[src/rtl/oclib_bc_async_1b_sink.sv]
// Receiver for the two-wire toggle-coded async bit channel: synchronizes, decodes LSB-first bytes, acks each bit.
// Define OCLIB_BC_ASYNC_1B_SINK_TIMEOUT_EN to discard partial bytes after TimeoutCycles idle cycles.
module oclib_bc_async_1b_sink #(
    parameter int SyncCycles    = 3,
    parameter int TimeoutCycles = 1024
) (
    input  logic       clock,
    input  logic       reset,
    input  logic [1:0] bcIn,
    output logic       bcInAck,
    output logic [8:0] bcOut,
    input  logic       bcOutReady,
    output logic       error
);

    logic [1:0] r_sync [SyncCycles];
    logic [1:0] r_data_last;
    logic [7:0] r_shift;
    logic [2:0] r_bit_count;
    logic       r_ack;
    logic [7:0] r_out_data;
    logic       r_out_valid;
    logic       r_error;

    logic [1:0] w_data_sync;
    logic [1:0] w_toggle;
    logic       w_is_bit;
    logic       w_last_bit;
    logic       w_slot_busy;
    logic       w_accept;
    logic [7:0] w_shift_next;
    logic       w_timeout_hit;

    // bcIn is asynchronous, so it lands directly on the first flop of the chain.
    // NOTE: sequential state uses non-blocking assignments so every flop samples pre-edge values.
    always_ff @(posedge clock) begin
        if (reset) begin
            for (int i = 0; i < SyncCycles; i++) r_sync[i] <= 2'b00;
        end else begin
            r_sync[0] <= bcIn;
            for (int i = 1; i < SyncCycles; i++) r_sync[i] <= r_sync[i-1];
        end
    end

    assign w_data_sync  = r_sync[SyncCycles-1];
    assign w_toggle     = w_data_sync ^ r_data_last;
    assign w_is_bit     = w_toggle[0] ^ w_toggle[1];
    assign w_last_bit   = (r_bit_count == 3'd7);
    assign w_slot_busy  = r_out_valid && !bcOutReady;
    // The 8th bit waits for a free output slot; leaving dataLast untouched keeps the ack (and source) parked.
    assign w_accept     = w_is_bit && !(w_last_bit && w_slot_busy);
    assign w_shift_next = {w_toggle[1], r_shift[7:1]};

`ifdef OCLIB_BC_ASYNC_1B_SINK_TIMEOUT_EN
    localparam int                    IdleWidth = $clog2(TimeoutCycles + 1);
    localparam logic [IdleWidth-1:0]  IdleMax   = IdleWidth'(TimeoutCycles);

    logic [IdleWidth-1:0] r_idle;

    always_ff @(posedge clock) begin
        if (reset || w_accept || r_bit_count == 3'd0) begin
            r_idle <= '0;
        end else if (r_idle != IdleMax) begin
            r_idle <= r_idle + 1'b1;
        end
    end

    assign w_timeout_hit = (r_idle == IdleMax) && !w_accept;
`else
    logic w_unused_timeout;

    assign w_unused_timeout = ^TimeoutCycles;
    assign w_timeout_hit    = 1'b0;
`endif

    always_ff @(posedge clock) begin
        if (reset) begin
            r_data_last <= 2'b00;
            r_shift     <= 8'h00;
            r_bit_count <= 3'd0;
            r_ack       <= 1'b0;
            r_error     <= 1'b0;
        end else begin
            if (w_accept) begin
                r_shift     <= w_shift_next;
                r_bit_count <= r_bit_count + 3'd1;
                r_data_last <= w_data_sync;
                r_ack       <= ^w_data_sync;
            end else if (w_toggle == 2'b11) begin
                r_error     <= 1'b1;
                r_data_last <= w_data_sync;
            end
            if (w_timeout_hit) begin
                r_shift     <= 8'h00;
                r_bit_count <= 3'd0;
            end
        end
    end

    // A byte loading in the same cycle as a downstream transfer keeps valid high with no bubble.
    always_ff @(posedge clock) begin
        if (reset) begin
            r_out_data  <= 8'h00;
            r_out_valid <= 1'b0;
        end else if (w_accept && w_last_bit) begin
            r_out_data  <= w_shift_next;
            r_out_valid <= 1'b1;
        end else if (bcOutReady) begin
            r_out_valid <= 1'b0;
        end
    end

    assign bcInAck = r_ack;
    assign bcOut   = {r_out_data, r_out_valid};
    assign error   = r_error;

endmodule

[config.mk]
export PLATFORM = sky130hd
export DESIGN_NAME = oclib_bc_async_1b_sink
export DESIGN_NICKNAME = d
export VERILOG_FILES = /design/src/rtl/oclib_bc_async_1b_sink.sv
export SDC_FILE = /design/constraint.sdc
export NUM_CORES = 1
export LEC_CHECK = 0
export BUFFER_PORTS_ARGS = -buffer_cell sky130_fd_sc_hd__buf_2
export CAP_MARGIN = 30
export CORE_MARGIN = 4
export CORE_UTILIZATION = 54
export CTS_BUF_LIST = sky130_fd_sc_hd__clkbuf_4 sky130_fd_sc_hd__clkbuf_8 sky130_fd_sc_hd__clkbuf_16
export CTS_CLUSTER_DIAMETER = 150
export DETAILED_ROUTE_END_ITERATION = 12
export PLACE_DENSITY = 0.75
export SKIP_LAST_GASP = 1
export SLEW_MARGIN = 20
export SYNTH_ARGS = -nofsm -noshare
export SYNTH_HDL_FRONTEND = slang
export SYNTH_SLANG_ARGS = --single-unit
[constraint.sdc]
create_clock -name clock -period 1.9 [get_ports clock]
set_clock_uncertainty 0.2 [all_clocks]
set_input_delay 0.19 -clock clock [delete_from_list [all_inputs] [get_ports clock]]
set_output_delay 0.19 -clock clock [all_outputs]
set_load 0.01 [all_outputs]
# Yosys cells after proc, flatten, opt, wreduce, memory -nomap -nowiden
# Memory sizes are Yosys's and may differ from the RTL's.
# Index checks and enable logic that the tools add are counted.
totals:
  ff_bits: 24
  ram_bits: 6
  mem_count: 1
  output_inout_bits: 11
memory_table:
  columns: ["name", "depth", "word_bits", "read_ports", "rd_ports_with_merged_regs", "wr", "line_no", "text"]
  rows:
  - ["r_sync", 3, 2, 3, 0, 3, "16", "logic [1:0] r_sync [SyncCycles];"]
classes:
  n_reduce_logical: 10
  eq_ne: 2
  n_addsub: 1
  muxes: 10
  n_bitwise: 6
op_table:
  columns: ["operator", "count"]
  rows:
  - ["2-bit 2-to-1 mux", 5]
  - ["1-bit 2-to-1 mux", 5]
  - ["1-bit logical AND", 4]
  - ["2-bit nonzero test", 2]
  - ["3-bit by 1-bit adder with 3-bit output (second input constant)", 1]
  - ["3-bit == test (second input constant)", 1]
  - ["1-bit bitwise OR", 3]
  - ["2-bit == test (second input constant)", 1]
  - ["1-bit logical NOT", 2]
  - ["2-bit AND reduction", 1]
  - ["2-bit XOR reduction", 1]
  - ["2-bit XOR", 1]
  - ["1-bit NOT", 1]
  - ["1-bit XOR", 1]

# Depth between registers and ports, before layout
logic_depth:
  word_depth: 7
  mapped_depth: 6
  mapped_depth_nobuf: 5

# Worst setup path before layout
# Ideal clock, no wire load.
synth_path:
  path_kind: "reg2reg"
  start: "memory r_sync[2][1] (netlist: r_sync[0][5])"
  end: "register r_out_data[7]"
  stages_incl_launch_ff: 7
  required_ns: 1.570
  path_buffers: 1
  setup_ns: 0.130
  slack_ns: 0.153
  t_arrival_ns: 1.417
  path_cell_list: "dfxtp_1 -> xor2_1 -> ha_1 -> and2_1 -> buf_4 -> a21oi_1 -> nor3_2"
synth_rtl:
  columns: ["item", "line_no", "text"]
  rows:
  - ["start, declared", "16", null]
  - ["end signal, assigned", "106", "r_out_data <= w_shift_next;"]
  - ["end, declared", "21", "logic [7:0] r_out_data;"]

# Worst setup path after layout
layout_path:
  start: "register r_data_last[1]"
  end: "register r_out_data[7]"
layout_via:
  elab_chain_cells: 4
layout_rtl:
  columns: ["item", "line_no", "text"]
  rows:
  - ["start, declared", "17", "logic [1:0] r_data_last;"]
  - ["start signal, assigned", "87", "r_data_last <= w_data_sync;"]
  - ["start signal, assigned", "91", "r_data_last <= w_data_sync;"]
  - ["2-bit XOR (*)", "46", "assign w_toggle = w_data_sync ^ r_data_last;"]
  - ["via w_toggle[1]", "26", "logic [1:0] w_toggle;"]
  - ["1-bit XOR", "47", "assign w_is_bit = w_toggle[0] ^ w_toggle[1];"]
  - ["1-bit logical AND", "51", "assign w_accept = w_is_bit && !(w_last_bit && w_slot_busy);"]
  - ["1-bit logical AND", "105", "end else if (w_accept && w_last_bit) begin"]
# Mark *: on every way through the listed nets, which the timed path passes. The rest lies on a longest branch.
# A chain may end at the register's enable or synchronous reset.

==> impl_results.md <==
* Chip Height at 54.0 microns
* Non-filler instance count after layout at 169
* Final min period at 1.77 ns
* Top achievable clock speed at 566 MHz
* DR vias at 914
* Sort of element at the start of the critical path: register
* Transition time at the pin with the least slew margin at 0.529 ns
* Setup TNS at 0 ns
* Max cap viols at 0
* Launch instance of the worst register-to-register path: r_data_last[1]
* Placer Congestion at 0.844
* DRC Markers at 0
* Number of iterations in the first detailed-routing pass at 4
* Worst Min Path Start: reset
* Worst max-slew margin expressed relative to the limit at 0.647
* Min-Delay Path Class: in -> reg
* Hold violation count in the final report at 0
* Synthesis Warnings at 0
* Placement Setup Slack at -0.00577 ns
* Most instantiated flip-flop cell in the synthesis netlist: dfxtp_1
* Final Max Slew Viols at 0
* Cell breakdown of the critical path: xor2_2 > ha_4 > and2_1 > a21oi_1 > nor3_2
* Synth Cell Area at 0.00114 sq mm
* Sw power at 0.000242 W
* Clock Sink Count at 29
* Share of layout cells above drive strength 1 at 0.239
* Clk pwr share at 0.342
* Post-layout nets at 149
* Top-Level Pins at 16
* Start-to-end type of the worst setup path: reg -> reg
* First-pass GRT wire length at 3640 microns
* Seq/Total Area, Yosys at 0.509
* Clock buffer depth at 2
* Full die area at 0.00291 sq mm
* Maximum fanout along the worst path at 8
* Main area contributors after synthesis: dfxtp_1, a21oi_1, o21ai_0, nand3_1, ha_1
* Worst supply voltage drop on vdd at 0.000587 V
* Total wirelength of the detailed-routed design at 2240 microns
* Clock-pin slew on the worst setup and hold paths at 0.08 ns
* Iteration-0 DRC count of the detailed router at 17
* Cell internal power dissipation at 0.000801 W
* Ys async rst share at 0
* Post-synthesis average cell area at 9.20 sq um
* Starting utilization of the core area at 0.576
* Master cell of the clock root buffer: clkbuf_4
* Total routing usage reported by global routing at 0.183
* Worst Hold Path Cells at 2
* Worst setup margin at 0.132 ns
* Sequential fraction of design power at 0.599
* Latest clock arrival within the worst-skew pair at 0.32 ns
* Clock H-tree levels at 2
* Area share of the largest cell type after synthesis at 0.509
* Kind of capture point of the worst setup path: register
* Final setup vio count at 0
* Leak pwr at 0.522 nW
* Vias per std cell at 5.41
* Crit path largest cell delay at 0.39 ns
* Final cell utilization of the core at 0.664
* Half-perimeter wire length after placement at 1550 microns
* Power per Cell Area at 793 mW/mm^2
* Crit-path slowest cell: dfxtp_1
* Required @ worst endpoint at 1.90 ns
* Number of rows in the core area at 16
* Number of enable flip-flop cells after synthesis at 0
* R2r worst-path depth at 5
* Largest area contributor in the netlist: dfxtp_1
* Leading cell types in the layout, fill and taps excluded: dfxtp_1, a21oi_1, o21ai_0, nand3_1, buf_2
* Unrepaired setup endpoints after global routing: no
* Die Span X at 54.0 microns
* Final Power at 0.00104 W
* Port Buffers at 15
* P&R area growth vs syn at 15.2%
* Residual overflow from global routing at 0
* Post-DR wirelength/cell at 13.3 microns
* Switching fraction of total power at 0.232
* Diodes inserted at 0
* Count of unique library cells instantiated by Yosys at 25
* Number of synthesized register bits at 29
* Number of buffers inserted during clock tree synthesis at 5
* Largest net degree at the start of global routing at 32
* Most frequent standard cell in the layout excluding fill and tap cells: dfxtp_1
* Share of the clock period used by the worst path at 0.930
* Launch point of the worst path: r_data_last[1]
* Floorplan core area at 0.00198 sq mm
* Total nets after synthesis at 132
* Data arrival time of the critical path at 1.76 ns
* Antenna violations before repair at 0
* Number of cells after detailed placement at 159
* Via count of the first global-routing pass at 820
* CTS tree: yes
* Remaining antenna violation count at 0
* Outcome: complete, no violations
* Post-Synthesis Cells at 124
* Combinational group share of total power at 0.059
-- worst paths after layout --
path / slack, ns / to
setup reg to reg: 0.13 / r_out_data[7]
setup / recovery: 0.13 / r_out_data[7]
hold reg to reg: 0.24 / r_sync[0][5]
hold / removal: 0.13 / error
-- cells in the mapped netlist, types with 2 or more instances --
| master | number |
|---|---|
| o21ai_0 | 16 |
| nand2b_1 | 5 |
| mux2i_1 | 2 |
| a21oi_1 | 21 |
| nor2_1 | 2 |
| nor3_1 | 3 |
| ha_1 | 3 |
| xor2_1 | 2 |
| nor2b_1 | 6 |
| buf_4 | 3 |
| buf_2 | 4 |
| clkbuf_1 | 2 |
| dfxtp_1 | 29 |
| nand3_1 | 15 |
-- worst max-delay path: cells and delay by family (launching register included) --
kind,cells,cell delay [ns]
flops,1,0.39
xor+xnor,1,0.26
simple gates,2,0.31
compound gates,1,0.21
fa+ha+maj,1,0.27
-- routing by layer --
metal,GRT usage,vias to the layer above,routed length (microns)
met3,0.0776,9,121
li1,-,462,-
met4,0.112,0,72
met1,0.217,420,1030
met2,0.270,23,1010
met5,0,-,0
-- cells by family after synthesis --
group | Yosys count | share of synthesized area
AOI/OAI and AO/OA | 38 | 0.175
xor gates and xnor gates | 3 | 0.0230
adders and majority gates | 3 | 0.0329
buffers and inverters | 11 | 0.0515
DFF | 29 | 0.509
muxes | 2 | 0.0175
and+or+nand+nor | 38 | 0.191
-- registers in the layout, summed over array words and instances, names as in the netlist --
name / flops
r_out_data: 8
bcInAck: 1
r_shift: 7
r_sync: 6
error: 1
r_out_valid: 1
r_bit_count: 3
r_data_last: 2
-- cell type report --
type                    instances  area, sq um
clock inverters                 2         10.0
well taps                      27         33.8
multi-input cells              84          523
clock buffers                   6         45.0
flip-flops and latches         29          582
repair buffers                 20          118
fillers                       173          667
inverters                       1         3.75
-- power groups by stage --
stage / combinational, W / clock, W / sequential, W
2_1_floorplan: 0.0000399 / 0 / 0.000638
3_3_place_gp: 0.0000527 / 0 / 0.000638
3_5_place_dp: 0.0000555 / 0 / 0.000639
4_1_cts: 0.0000598 / 0.000368 / 0.000625
5_1_grt: 0.0000689 / 0.000399 / 0.000626
6_report: 0.0000615 / 0.000357 / 0.000625
-- through the flow --
stage | hold slack, ns | cell area (sq um)
floorplan | 0.118 | 1140
global placement | 0.199 | 1220
detailed placement | 0.205 | 1220
CTS | 0.116 | 1300
global route | 0.132 | 1320
finish | 0.127 | 1320
-- repair_timing --
item	in CTS	in global routing
gates resized for setup	2	3
setup endpoints to repair	2	8
endpoints found under the hold margin	2	0
setup buffers	0	0
hold buffers	2	0
No activity file was read; power rests on OpenSTA's default activity.
